$ cat src/rtl/rx_deserializer_if.sv
// rx_deserializer_if: serial sample input, byte FIFO output and error flags of the receive deserializer.
interface rx_deserializer_if #(
    parameter int DATA_BITS  = 8,
    parameter int FIFO_DEPTH = 4
);
    logic                          din;
    logic                          sample_sig;
    logic [DATA_BITS-1:0]          data_out;
    logic                          data_valid;
    logic                          data_ready;
    logic [$clog2(FIFO_DEPTH):0]   fifo_count;
    logic                          overrun;
    logic                          frame_err;
    logic                          clear_err;

    modport slave (
        input  din, sample_sig, data_ready, clear_err,
        output data_out, data_valid, fifo_count, overrun, frame_err
    );

    modport master (
        output din, sample_sig, data_ready, clear_err,
        input  data_out, data_valid, fifo_count, overrun, frame_err
    );
endinterface

$ cat src/rtl/rx_deserializer.sv
// rx_deserializer: LSB-first byte assembler with strobe-gap abort, feeding a small valid/ready FIFO.
module rx_deserializer #(
    parameter int DATA_BITS  = 8,
    parameter int FIFO_DEPTH = 4,
    parameter int GAP_LIMIT  = 40
) (
    input logic              sample_clk,
    input logic              rst_n,
    rx_deserializer_if.slave bus
);
    localparam int BW = $clog2(DATA_BITS);
    localparam int GW = $clog2(GAP_LIMIT);
    localparam int AW = $clog2(FIFO_DEPTH);
    localparam int CW = AW + 1;

    typedef enum logic {IDLE, SHIFTING} state_t;

    state_t               state_q, state_d;
    logic [DATA_BITS-1:0] shift_q, shift_d;
    logic [BW-1:0]        bit_cnt_q, bit_cnt_d;
    logic [GW-1:0]        gap_cnt_q, gap_cnt_d;
    logic [DATA_BITS-1:0] mem_q [FIFO_DEPTH];
    logic [AW-1:0]        wr_ptr_q, wr_ptr_d, rd_ptr_q, rd_ptr_d;
    logic [CW-1:0]        count_q, count_d;
    logic                 overrun_q, overrun_d, frame_err_q, frame_err_d;
    logic [DATA_BITS-1:0] shifted;
    logic                 last, pop, full, push_ok, drop, gap_abort;

    always_comb begin
        shifted   = {bus.din, shift_q[DATA_BITS-1:1]};
        last      = bus.sample_sig && bit_cnt_q == BW'(DATA_BITS - 1);
        pop       = count_q != '0 && bus.data_ready;
        full      = count_q == CW'(FIFO_DEPTH);
        // a full FIFO still takes the byte when the head leaves on the same edge
        push_ok   = last && (!full || pop);
        drop      = last && full && !pop;
        gap_abort = state_q == SHIFTING && !bus.sample_sig && gap_cnt_q == GW'(GAP_LIMIT - 1);
        state_d   = state_q;
        shift_d   = shift_q;
        bit_cnt_d = bit_cnt_q;
        gap_cnt_d = gap_cnt_q;
        if (bus.sample_sig) begin
            shift_d   = shifted;
            gap_cnt_d = '0;
            bit_cnt_d = last ? '0 : bit_cnt_q + 1'b1;
            state_d   = last ? IDLE : SHIFTING;
        end else if (state_q == SHIFTING) begin
            shift_d   = gap_abort ? '0 : shift_q;
            bit_cnt_d = gap_abort ? '0 : bit_cnt_q;
            gap_cnt_d = gap_abort ? '0 : gap_cnt_q + 1'b1;
            state_d   = gap_abort ? IDLE : SHIFTING;
        end
        wr_ptr_d    = push_ok ? wr_ptr_q + 1'b1 : wr_ptr_q;
        rd_ptr_d    = pop ? rd_ptr_q + 1'b1 : rd_ptr_q;
        count_d     = count_q + CW'(push_ok) - CW'(pop);
        overrun_d   = drop || (overrun_q && !bus.clear_err);
        frame_err_d = gap_abort || (frame_err_q && !bus.clear_err);
    end

    always_ff @(posedge sample_clk or negedge rst_n) begin
        if (!rst_n) begin
            state_q     <= IDLE;
            shift_q     <= '0;
            bit_cnt_q   <= '0;
            gap_cnt_q   <= '0;
            wr_ptr_q    <= '0;
            rd_ptr_q    <= '0;
            count_q     <= '0;
            overrun_q   <= 1'b0;
            frame_err_q <= 1'b0;
            for (int i = 0; i < FIFO_DEPTH; i++) mem_q[i] <= '0;
        end else begin
            state_q     <= state_d;
            shift_q     <= shift_d;
            bit_cnt_q   <= bit_cnt_d;
            gap_cnt_q   <= gap_cnt_d;
            wr_ptr_q    <= wr_ptr_d;
            rd_ptr_q    <= rd_ptr_d;
            count_q     <= count_d;
            overrun_q   <= overrun_d;
            frame_err_q <= frame_err_d;
            if (push_ok) mem_q[wr_ptr_q] <= shifted;
        end
    end

    assign bus.data_out   = mem_q[rd_ptr_q];
    assign bus.data_valid = count_q != '0;
    assign bus.fifo_count = count_q;
    assign bus.overrun    = overrun_q;
    assign bus.frame_err  = frame_err_q;
endmodule

$ cat src/flat_wrapper.sv
// flat-port wrapper written by rule: the top's interface ports become plain ports
module rx_deserializer_flat 
#(
    parameter int DATA_BITS  = 8,
    parameter int FIFO_DEPTH = 4,
    parameter int GAP_LIMIT  = 40
)
  (sample_clk, rst_n, bus_din, bus_sample_sig, bus_data_ready, bus_clear_err, bus_data_out, bus_data_valid, bus_fifo_count, bus_overrun, bus_frame_err);
  rx_deserializer_if #(.DATA_BITS(DATA_BITS), .FIFO_DEPTH(FIFO_DEPTH)) bus_i ();
  input logic sample_clk;
  input logic rst_n;
  input wire logic [$bits(bus_i.din)-1:0] bus_din;
  input wire logic [$bits(bus_i.sample_sig)-1:0] bus_sample_sig;
  input wire logic [$bits(bus_i.data_ready)-1:0] bus_data_ready;
  input wire logic [$bits(bus_i.clear_err)-1:0] bus_clear_err;
  output wire logic [$bits(bus_i.data_out)-1:0] bus_data_out;
  output wire logic [$bits(bus_i.data_valid)-1:0] bus_data_valid;
  output wire logic [$bits(bus_i.fifo_count)-1:0] bus_fifo_count;
  output wire logic [$bits(bus_i.overrun)-1:0] bus_overrun;
  output wire logic [$bits(bus_i.frame_err)-1:0] bus_frame_err;
  assign bus_i.din = bus_din;
  assign bus_i.sample_sig = bus_sample_sig;
  assign bus_i.data_ready = bus_data_ready;
  assign bus_i.clear_err = bus_clear_err;
  assign bus_data_out = bus_i.data_out;
  assign bus_data_valid = bus_i.data_valid;
  assign bus_fifo_count = bus_i.fifo_count;
  assign bus_overrun = bus_i.overrun;
  assign bus_frame_err = bus_i.frame_err;
  rx_deserializer #(.DATA_BITS(DATA_BITS), .FIFO_DEPTH(FIFO_DEPTH), .GAP_LIMIT(GAP_LIMIT)) u_core (.sample_clk(sample_clk), .rst_n(rst_n), .bus(bus_i));
endmodule
$ cat config.mk
export PLATFORM = sky130hd
export DESIGN_NAME = rx_deserializer_flat
export DESIGN_NICKNAME = d
export VERILOG_FILES = /design/src/rtl/rx_deserializer_if.sv /design/src/rtl/rx_deserializer.sv /design/src/flat_wrapper.sv
export SDC_FILE = /design/constraint.sdc
export NUM_CORES = 1
export LEC_CHECK = 0
export CORE_MARGIN = 2
export CORE_UTILIZATION = 36
export CTS_CLUSTER_SIZE = 12
export DETAILED_ROUTE_END_ITERATION = 8
export GPL_TIMING_DRIVEN = 0
export HOLD_SLACK_MARGIN = 0.06
export PLACE_DENSITY_LB_ADDON = 0.12
export SLEW_MARGIN = 20
export SYNTH_ARGS = -nofsm -noshare
export SYNTH_HDL_FRONTEND = slang
export SYNTH_SLANG_ARGS = --single-unit
$ cat constraint.sdc
create_clock -name sample_clk -period 3 [get_ports sample_clk]
set_clock_uncertainty 0.05 [all_clocks]
set_input_delay 0.75 -clock sample_clk [delete_from_list [all_inputs] [get_ports sample_clk]]
set_output_delay 0.75 -clock sample_clk [all_outputs]
set_load 0.03 [all_outputs]
Yosys cells after proc, flatten, opt, wreduce, memory -nomap -nowiden
Index checks and enable logic that the tools add are counted.
Storage, ports and cells
  flip-flop bits (word level): 59
  bits of input ports: 6
  output and inout port bits: 14
  logic and storage cells: 68
Operators by class
  add/sub/neg operators: 6
  $lt $le $gt $ge: 3
  equal/unequal tests: 3
  mux-type cells: 20
  bitwise gates (word level): 2
  reduce and logical (&&, ||, !) cells: 21
Operators by type and width (count)
  $mux 8: 6
  $bwmux 32: 1
  $mux 6: 3
  $bmux 8 s2: 1
  $demux 8 s2: 1
  $mux 3: 4
  $logic_and 1x1->1: 10
  $add 6x1->6 const B: 1
  $eq 3x3->1 const B: 2
  $eq 6x6->1 const B: 1
  $ge 3x3->1 const B: 2
  $not 2->3: 2
  $add 2x1->2 const B: 2
  $logic_not 1->1: 4
  $mux 1: 4
  $reduce_bool 2->1: 2
  $add 3x1->3: 1
  $add 3x1->3 const B: 1
  $logic_or 1x1->1: 3
  $lt 3x1->1 const B: 1
  $reduce_bool 3->1: 1
  $sub 3x1->3: 1
  $reduce_and 2->1: 1

Depth between registers and ports, before layout
Gate-level depths: netlist (run 1).
  depth in word-level cells: 6
  gate-level depth with buffers: 10
  mapped depth without buffers: 9

Worst setup path before layout (run 1)
Ideal clock, no wire load.
  path type: in2reg
  start: in bus_data_ready
  end: reg u_core.count_q[1] (netlist: u_core.bus.fifo_count[1])
  library setup time: 0.064 ns
  arrival: 2.239 ns
  required time: 2.886 ns
  setup slack: 0.647 ns
  cell stages on the path: 7
  path buffers: 1
  cell sequence: or4b_1 -> buf_6 -> nor2b_4 -> ha_1 -> inv_1 -> fa_1 -> inv_1
On the way
  word-level cells in the longest chain between the ends: 5
RTL lines
  start: declaration: RTL line flat_wrapper.sv:14  | input wire logic [$bits(bus_i.data_ready)-1:0] bus_data_ready;
  $logic_and 1x1->1: RTL line rx_deserializer.sv:32  | pop = count_q != '0 && bus.data_ready;
  $logic_or 1x1->1: RTL line rx_deserializer.sv:35  | push_ok = last && (!full || pop);
  $logic_and 1x1->1: RTL line rx_deserializer.sv:35
  via u_core.push_ok: RTL line rx_deserializer.sv:27  | logic last, pop, full, push_ok, drop, gap_abort;
  $add 3x1->3: RTL line rx_deserializer.sv:55  | count_d = count_q + CW'(push_ok) - CW'(pop);
  $sub 3x1->3: RTL line rx_deserializer.sv:55
  via u_core.count_d[1]: RTL line rx_deserializer.sv:24  | logic [CW-1:0] count_q, count_d;
  end signal: assignment: RTL line rx_deserializer.sv:79  | count_q <= count_d;
  end: declaration: RTL line rx_deserializer.sv:24
The timed path passes the listed nets, and every way through them passes these cells.
A chain may end at the register's enable or synchronous reset.

Worst setup path after layout (run 1)
  start: reg u_core.rd_ptr_q[0]
  end: out bus_data_out[1]
On the way
  word-level cells in the longest chain between the ends: 4
RTL lines
  start: declaration: RTL line rx_deserializer.sv:23  | logic [AW-1:0] wr_ptr_q, wr_ptr_d, rd_ptr_q, rd_ptr_d;
  start signal: assignment: RTL line rx_deserializer.sv:78  | rd_ptr_q <= rd_ptr_d;
  $not 2->3 (not written as such): RTL line rx_deserializer.sv:86  | assign bus.data_out = mem_q[rd_ptr_q];
  $bmux 8 s2: RTL line rx_deserializer.sv:86
  $mux 8 (not written as such) (2 in a row): RTL line rx_deserializer.sv:86
  end: declaration: RTL line flat_wrapper.sv:16  | output wire logic [$bits(bus_i.data_out)-1:0] bus_data_out;
No other way between the ends. The select of a mux whose other input is x is not followed.

==> results of run 1 <==
[Yosys cell counts]
cell,count
nor3b_1,1
buf_2,3
nand4_4,4
a211o_1,1
inv_2,1
nand2_2,1
buf_6,1
or3_1,1
and3_1,1
ha_1,9
inv_1,8
a31o_1,3
and2_1,1
nand2_1,23
nor2b_1,1
dfrtp_1,58
or4b_1,1
fa_1,1
xnor2_1,4
xor2_1,3
o22ai_1,2
nand4_1,2
a21o_1,1
o21ai_1,8
mux2_4,33
nor2b_4,1
nand2b_1,1
nor3_1,1
o31a_2,1
nor2_1,6
nand3_1,1
a41o_1,1
and4bb_1,1
buf_1,1
a32o_1,2
a21oi_1,2
clkbuf_1,3
mux4_2,8
[timing repair]
item	in CTS	in global routing
resized for setup	1	0
hold buffers	0	0
buffers inserted	0	0
endpoints found under the hold margin	0	0
setup endpoints to repair	2	0
[critical path: cells and delay by family, from the launching register on]
| kind | cells | cell delay (ns) |
|---|---|---|
| buffers and inverters | 2 | 0.84 |
| multiplexers | 1 | 0.54 |
| flip-flops | 1 | 0.32 |
[logic make-up (layout without fill, tap and decap cells)]
group | after synthesis | after routing
flops | 58 | 58
mux | 41 | 41
compound gates | 21 | 21
fa+ha+maj | 10 | 10
buf+inv | 17 | 52
simple gates | 47 | 47
xor+xnor | 7 | 7
[power by group through the flow]
stage | clock [uW] | sequential (uW) | combinational (uW)
5_1_grt | 807 | 1200 | 1040
4_1_cts | 769 | 1170 | 973
6_report | 741 | 1160 | 957
2_1_floorplan | 0 | 1150 | 706
3_5_place_dp | 0 | 1150 | 999
3_3_place_gp | 0 | 1150 | 984
[worst max path at each step]
stage | start | endpoint | slack (ns) | cells after the start
final | u_core.rd_ptr_q[0]$_DFFE_PN0N_ | bus_data_out[1] | 0.16 | 3
after CTS | u_core.rd_ptr_q[0]$_DFFE_PN0N_ | bus_data_out[2] | 0.12 | 3
after global placement | rst_n | u_core.gap_cnt_q[1]$_DFFE_PN0P_ | -0.87 | 1
after floorplan | bus_data_ready | u_core.bus.fifo_count[1]$_DFF_PN0_ | 0.65 | 7
after detailed placement | bus_data_ready | u_core.bus.fifo_count[2]$_DFF_PN0_ | 0.16 | 9
after global routing | u_core.rd_ptr_q[0]$_DFFE_PN0N_ | bus_data_out[7] | 0.07 | 3
[routing by layer]
metal,share of wire,up-vias,routed length (um)
met1,0.51,822,2730
met3,0.037,8,199
met5,0,-,0
met4,0.011,0,60
met2,0.44,29,2340
li1,-,777,-
[state kept, by name, indices dropped and copies added (netlist names)]
signal,flops
u_core.state_q,1
u_core.bit_cnt_q,3
u_core.mem_q,32
u_core.rd_ptr_q,2
u_core.bus.frame_err,1
u_core.gap_cnt_q,6
u_core.bus.fifo_count,3
u_core.shift_q,7
u_core.bus.overrun,1
u_core.wr_ptr_q,2
[stage by stage]
step	std cells	total power [uW]	setup slack (ns)	TNS [ns]	util
global route	338	3050	0.0701	0	0.440
detailed placement	323	2150	0.156	0	0.414
finish	338	2860	0.161	0	0.440
global placement	322	2140	-0.874	-50.55	0.411
CTS	338	2910	0.123	0	0.440
floorplan	201	1860	0.647	0	-
[final cells by class]
type | instances | area (sq um)
Clock buffer | 12 | 155
Tap cell | 102 | 128
Sequential cell | 58 | 1450
Timing Repair Buffer | 20 | 215
Clock inverter | 4 | 50.0
Buffer | 7 | 40.0
Multi-Input combinational cell | 126 | 1310
Fill cell | 722 | 4300
Inverter | 9 | 33.8
==> metrics.txt, run 1 <==
CP required around 2.2 ns; commonest non-fill, non-tap cell in the layout dfrtp_1; Die Width 92.8 um; Hold Vio Cnt, Final 0; max-slew violations 0; CP max stage delay 0.61 ns; CTS Sinks 58; critical path startpoint category flop; Skew-Pair Late Insertion Delay 0.33 ns; Layout Nets approximately 250; crit path cell chain buf_4, mux4_2, clkdlybuf4s50_1; DRC violations left 0; status complete, no violations; remaining antenna violation count 0; Post-Synthesis Net Count between 200 and 250; die area roughly 8600 sq um; Maximum Capacitance Violations 0; M3 GR Usage 0.0472; post-synth top area share 0.511; worst hold margin 0.196 ns; worst r2r path cells 10; via count 1,636; Yosys reg bits 58; Via density 4.84; cell accounting for the most synthesized area dfrtp_1; final instance area 3390 sq um; Synth area leaders dfrtp_1 51%, mux2_4 17%, mux4_2 6.3%; Initial Util 0.369; Post-Synth Simple-Gate Area 0.105; Synth cell types 38; core box area just under 8000 sq um; Die Y 92.8 um; Gate power share 0.334; initial antenna violation count 0; Finish-stage setup viols 0; Post-DP HPWL 3440 um; CTS Buf Count 9; Final period util 0.946; Max clock buf depth 2; CTS tree built; mux cell area share after synthesis 0.238; initial DRC count approximately 110; switching power around 910 uW; Lkg Pwr roughly 0.0016 uW; post-synthesis xor/xnor area fraction 0.0216; FF-to-FF End u_core.bus.fifo_count[2]$_DFF_PN0_; post-synthesis sequential area ratio 0.511; worst setup path category flop to output pin; first-pass GRT wire length roughly 9000 um; mapped cell area ~2800 sq um; Reg2Reg Launch Point u_core.bit_cnt_q[0]$_DFFE_PN0P_; Max FO, Critical Path 10; worst slew pin tran 0.612 ns; row count 32; drt total wl roughly 5300 um; nature of the critical path endpoint output pin; fraction of final layout cells sized beyond drive strength 1 0.297; pin count of the biggest net entering global routing 50; routing usage on met2 0.207; f_max between 300 and 400 MHz; Flop pwr share 0.407; Clock Power Share 0.259; htree depth 3; Power Internal ~2000 uW; largest family of logic cells by synthesized area multiplexers; maximum vdd drop 0.000271 V; HP Class input port to async pin; RSZ-0062 raised after global routing no; vias in the first global route between 1,500 and 2,000; total global routing overflow 0; average wire per standard cell 15.8 um; antenna cell count 0; synth warn 0; Syn Inst Count 201; Period minus WS final between 2 and 3 ns; adder-cell share of the synthesized area 0.0467; slowest CP cell clkdlybuf4s50_1; GRT met1 Usage 0.195; Crit path arrival time 2.04 ns; placer congestion estimate 0.728; Sw Share 0.318; Syn Area/Cell 14.1 sq um; clock slew seen by the registers of the worst setup and hold paths 0.07 ns; clock root buffer clkbuf_8; total track usage 0.140; I/O pin cnt 20; most heavily used metal layer in global routing met2; Worst R2R Setup Slack 0.71 ns; most frequent cells in the layout 58 x dfrtp_1, 33 x mux2_4, 23 x nand2_1, 18 x clkdlybuf4s50_1, 11 x clkbuf_8; post-synthesis compound-gate area fraction 0.0511; P&R area growth vs syn 19.3%; first-pass detailed-route iteration total 4; Cell Area, Placed 3180 sq um; # port buffers 19; pwr dens between 800 and 900 nW/um^2; Rel. slew slack 0.591
Note: power is estimated with default switching activity, not from simulation.
==> inputs of run 2 (changes only) <==
Settings changed: ABC_AREA from default to 1, SLEW_MARGIN 20 to default.
==> metrics.txt, run 2 <==
Worst R2R Setup Slack 0.79 ns (+0.08 ns); post-synthesis sequential area ratio 0.519 (+0.00731); RSZ-0062 raised after global routing no; number of flops mapped to enable cells by yosys 0 (unchanged); Die Width 92.2 um (-0.68%); Largest regs u_core.mem_q x32, u_core.shift_q x7, u_core.gap_cnt_q x6; CTS tree built; fraction of final layout cells sized beyond drive strength 1 0.101 (-0.195); CTS resizes 8 (+7); Initial Util 0.366 (-0.00330); Syn Area/Cell 8.75 sq um (-38%); routing usage on met2 0.282 (+0.0753); Maximum Capacitance Violations 0 (unchanged); vias in the first global route 2,246 (+33%); P&R area growth vs syn 18.2%; M3 GR Usage 0.0411 (-0.00611); drt total wl 6650 um (+25%); row count 32 (unchanged); cell accounting for the most synthesized area dfrtp_1; most frequent cell after synthesis nand2_1; most frequent cells in the layout 100 x nand2_1, 58 x dfrtp_1, 35 x o21ai_0, 24 x inv_1, 19 x nor2_1; Post-CTS Repair Setup Buffers 0 (unchanged); clock root buffer clkbuf_8; initial DRC count 103 (-3.7%); Cell Area, Placed 3110 sq um (-2.1%); Via density 4.81 (-0.72%); Lkg Pwr 0.00168 uW (+3.1%); Final period util 0.951 (+0.00406); die area 8500 sq um (-1.4%); clock slew seen by the registers of the worst setup and hold paths 0.07 ns (about the same); hold-fix buffers at CTS 0 (unchanged); # port buffers 19 (unchanged); maximum vdd drop 0.000250 V (-7.7%); htree depth 3 (unchanged); status complete, no violations; GRT met1 Usage 0.231 (+0.0359); HP Class input port to async pin; most frequent cells after synthesis 100 x nand2_1, 58 x dfrtp_1, 35 x o21ai_0; Post-synth ARST share 1.00 (unchanged); worst hold margin 0.426 ns (+0.230 ns); initial antenna violation count 0 (unchanged); CTS Sinks 58 (unchanged); I/O pin cnt 20 (unchanged); CP required 2.20 ns (about the same); via count 2,196 (+34%); Max FO, Critical Path 10 (unchanged); placer congestion estimate 0.765 (+5.0%); Finished Core Util 0.433 (-0.00784); Hold Vio Cnt, Final 0 (unchanged); Period minus WS final 2.85 ns (+0.0122 ns); Yosys reg bits 58 (unchanged); post-synth top area share 0.519 (+0.00731); Post-DP HPWL 4360 um (+27%); final instance area 3310 sq um (-2.3%); remaining antenna violation count 0 (unchanged); pin count of the biggest net entering global routing 59 (+18%); max-slew violations 0 (unchanged); total global routing overflow 0 (unchanged); first-pass GRT wire length 11,400 um (+25%); nature of the critical path endpoint output pin; first-pass detailed-route iteration total 4 (unchanged); Die Y 92.2 um (-0.68%); f_max 351 MHz (-0.43%); Synth area leaders dfrtp_1 52%, nand2_1 13%, o21ai_0 6.3%; CTS Buf Count 9 (unchanged); critical path startpoint category flop; DRC violations left 0 (unchanged); average wire per standard cell 14.5 um (-7.7%); mapped cell area 2800 sq um (-1.4%); Synth cell types 25 (-34%); commonest non-fill, non-tap cell in the layout nand2_1; Post-Synthesis Net Count 336 (+55%); worst slew pin tran 0.753 ns (+0.140 ns); Rel. slew slack 0.498 (-0.0928); Skew-Pair Late Insertion Delay 0.34 ns (about the same); synth warn 0 (unchanged); Top reg by flops u_core.mem_q; antenna cell count 0 (unchanged); core box area 7650 sq um (-0.52%); Synth Flop Type dfrtp_1; Finish-stage setup viols 0 (unchanged); Max clock buf depth 2 (unchanged); most heavily used metal layer in global routing met2; Crit path arrival time 2.05 ns (about the same); max FFs per register 32 (unchanged); total track usage 0.174 (+0.0344); Syn Inst Count 320 (+59%); Layout Nets 366 (+48%); worst setup path category flop to output pin; pwr dens 922 nW/um^2 (+9.1%)
-- run 2: final cells by class --
cell class	instances	area [sq um]
fillers	776	4340
flip-flops and latches	58	1450
multi-input cells	227	1170
repair buffers	19	178
clock buffers	10	138
well taps	102	128
inverters	25	93.8
plain buffers	10	82.6
clock inverters	6	66.3
-- run 2: final timing paths --
check	from	end	cells after the start
max	u_core.rd_ptr_q[0]$_DFFE_PN0N_	bus_data_out[6]	6
min	rst_n	u_core.bus.fifo_count[1]$_DFF_PN0_	1
max reg2reg	u_core.bit_cnt_q[0]$_DFFE_PN0P_	u_core.bus.fifo_count[2]$_DFF_PN0_	12
min reg2reg	u_core.mem_q[31]$_DFFE_PN0P_	u_core.mem_q[31]$_DFFE_PN0P_	2
max in group asynchronous	rst_n	u_core.mem_q[3]$_DFFE_PN0P_	1
min in group sample_clk	u_core.mem_q[31]$_DFFE_PN0P_	u_core.mem_q[31]$_DFFE_PN0P_	2
-- run 2: logic make-up after synthesis --
logic type	synth area share
AND/OR/NAND/NOR	0.213
AO/OA/AOI/OAI	0.133
flip-flops	0.519
buffers and inverters	0.0630
adder cells (fa/ha/maj)	0.0474
XOR/XNOR	0.0246
-- run 2: stage by stage --
step | total power (uW) | setup TNS [ns] | instances | setup WS [ns]
after floorplan | 1940 | 0 | 320 | 0.694
after global placement | 2390 | -53.10 | 441 | -0.919
after detailed placement | 2400 | 0 | 441 | 0.0878
after CTS | 3100 | 0 | 457 | 0.143
after global routing | 3280 | 0 | 457 | 0.0161
final | 3050 | 0 | 457 | 0.148
-- run 2: per-layer routing --
layer / vias to the layer above / part of all wire
li1: 1103 / -
met1: 1051 / 0.48
met2: 33 / 0.47
met3: 9 / 0.034
met4: 0 / 0.014
met5: - / 0
-- run 2: worst max-delay path, stage by stage (launching register included) --
cell,delay [ns]
dfrtp_1,0.35
buf_2,0.19
inv_1,0.20
buf_2,0.29
o21ai_0,0.12
o22ai_1,0.16
dlygate4sd2_1,0.42
-- run 2: report_power, final --
group	leakage (uW)	total [uW]	switching (uW)	internal [uW]
sequential	0.000768	1150	164	989
combinational	0.000815	1160	772	392
clock	0.0000945	735	329	406
==> inputs of run 3 (changes only) <==
Settings changed: REMOVE_ABC_BUFFERS from default to 1, SLEW_MARGIN from default to 25.
==> metrics.txt, run 3 (same netlist as run 2, synthesis figures left out) <==
die area 8500 sq um (unchanged); initial DRC count 92 (-11%); fraction of final layout cells sized beyond drive strength 1 0.0948 (-0.00658); worst slew pin tran 0.539 ns (-0.214 ns); clock slew seen by the registers of the worst setup and hold paths 0.06 ns (about the same); Final period util 0.961 (+0.0108); commonest non-fill, non-tap cell in the layout nand2_1; total track usage 0.167 (-0.00663); P&R area growth vs syn 17.3%; Crit path max-delay family buffers and inverters; antenna cell count 0 (unchanged); maximum vdd drop 0.000410 V (+64%); nature of the critical path endpoint output pin; initial antenna violation count 0 (unchanged); CTS Buf Count 9 (unchanged); most frequent cells in the layout 100 x nand2_1, 57 x dfrtp_1, 35 x o21ai_0, 22 x inv_1, 19 x nor2_1; Maximum Capacitance Violations 0 (unchanged); CP max stage delay 0.69 ns (+0.27 ns); Post-DP HPWL 4070 um (-6.5%); placed insts 432 (-2.0%); GRT met1 Usage 0.219 (-0.0122); # port buffers 19 (unchanged); htree depth 3 (unchanged); hold-fix buffers at CTS 0 (unchanged); crit path cell chain clkinvlp_4, buf_4, o21ai_0, o22ai_1, clkdlybuf4s50_1; critical path startpoint category flop; Layout Nets 359 (-1.9%); row count 32 (unchanged); status complete, no violations; Finish-stage setup viols 0 (unchanged); worst setup path category flop to output pin; Hold Vio Cnt, Final 0 (unchanged); Largest regs u_core.mem_q x32, u_core.shift_q x7, u_core.gap_cnt_q x6; Max clock buf depth 2 (unchanged); DRC violations left 0 (unchanged); f_max 347 MHz (-1.1%); placer congestion estimate 0.760 (-0.71%); Lkg Pwr 0.00173 uW (+3.2%); Die Width 92.2 um (unchanged); Top reg by flops u_core.mem_q; final std cells w/o fill 450 (-1.5%); vias in the first global route 2,192 (-2.4%); drt total wl 6420 um (-3.4%); I/O pin cnt 20 (unchanged); first-pass detailed-route iteration total 5 (+1); HP Class input port to async pin; Skew-Pair Late Insertion Delay 0.33 ns (about the same); total global routing overflow 0 (unchanged); pin count of the biggest net entering global routing 40 (-32%); Period minus WS final 2.88 ns (+0.0324 ns); CP required 2.20 ns (about the same); Rel. slew slack 0.640 (+0.142); most heavily used metal layer in global routing met2; average wire per standard cell 14.3 um (-1.9%); Die Y 92.2 um (unchanged); via count 2,199 (+0.14%); Via density 4.89 (+1.7%); CTS Sinks 58 (unchanged); worst hold margin 0.250 ns (-0.175 ns); M3 GR Usage 0.0501 (+0.00904); Max FO, Critical Path 19 (+9); max FFs per register 32 (unchanged); slowest CP cell clkdlybuf4s50_1; core box area 7650 sq um (unchanged); remaining antenna violation count 0 (unchanged); Critical path buffers and inverters 3 (-1); max-slew violations 0 (unchanged); clock root buffer clkbuf_8; Initial Util 0.366 (unchanged); setup TNS 0 ns (unchanged); total power 3010 uW (-1.2%); CTS tree built; Crit path arrival time 2.08 ns (+0.03 ns); pwr dens 919 nW/um^2 (-0.39%); first-pass GRT wire length 11,000 um (-3.6%); routing usage on met2 0.268 (-0.0135); RSZ-0062 raised after global routing no
run 3: per-layer routing:
layer  vias to the layer above  wire length (um)
li1                       1085                 -
met1                      1068              2990
met2                        37              3070
met3                         9               278
met4                         0                84
met5                         -                 0
run 3: worst paths after layout:
| path | start | endpoint | slack, ns | cells past startpoint |
|---|---|---|---|---|
| min in group sample_clk | u_core.mem_q[31]$_DFFE_PN0P_ | u_core.mem_q[31]$_DFFE_PN0P_ | 0.43 | 2 |
| worst min-delay path | rst_n | u_core.mem_q[7]$_DFFE_PN0P_ | 0.25 | 1 |
| max in group asynchronous | rst_n | u_core.wr_ptr_q[0]$_DFFE_PN0P_ | 2.15 | 2 |
| worst min register to register | u_core.mem_q[31]$_DFFE_PN0P_ | u_core.mem_q[31]$_DFFE_PN0P_ | 0.43 | 2 |
| worst max-delay path | u_core.rd_ptr_q[0]$_DFFE_PN0N_ | bus_data_out[3] | 0.12 | 5 |
| worst max register to register | u_core.bit_cnt_q[0]$_DFFE_PN0P_ | u_core.bus.fifo_count[1]$_DFF_PN0_ | 0.55 | 10 |
run 3: what timing repair did:
action,in CTS,in global routing
hold endpoints to repair,0,0
resized for setup,5,8
pin swaps,0,0
setup endpoints to repair,10,9
buffers inserted,2,0
run 3: area by class of cell:
type	instances	area, sq um
sequential	58	1460
multi-input combinational	227	1180
inverter	25	97.6
clock buffer	14	173
clock inverter	2	10.0
timing repair buffer	22	243
fill	790	4370
tap	102	128
run 3: worst reg2reg max path, cell delays in order, from the launching register on:
cell      delay (ns)
dfrtp_1         0.39
ha_1            0.21
ha_1            0.20
nand2_1         0.10
clkinv_1        0.10
nand2_4         0.40
inv_1           0.17
ha_1            0.23
inv_1           0.06
fa_1            0.41
inv_1           0.06
run 3: power breakdown:
part | switching, uW | internal, uW | leakage (uW)
sequential | 204 | 994 | 0.000767
combinational | 725 | 433 | 0.000867
clock | 294 | 365 | 0.0000965
run 3: per-stage QoR:
stage,worst slack (ns),utilization,cell area [sq um]
5_1_grt,0.00826,0.429,3280
2_1_floorplan,0.543,-,2720
4_1_cts,0.0136,0.427,3260
3_3_place_gp,-0.921,0.397,3030
3_5_place_dp,-0.632,0.399,3050
6_report,0.116,0.429,3280
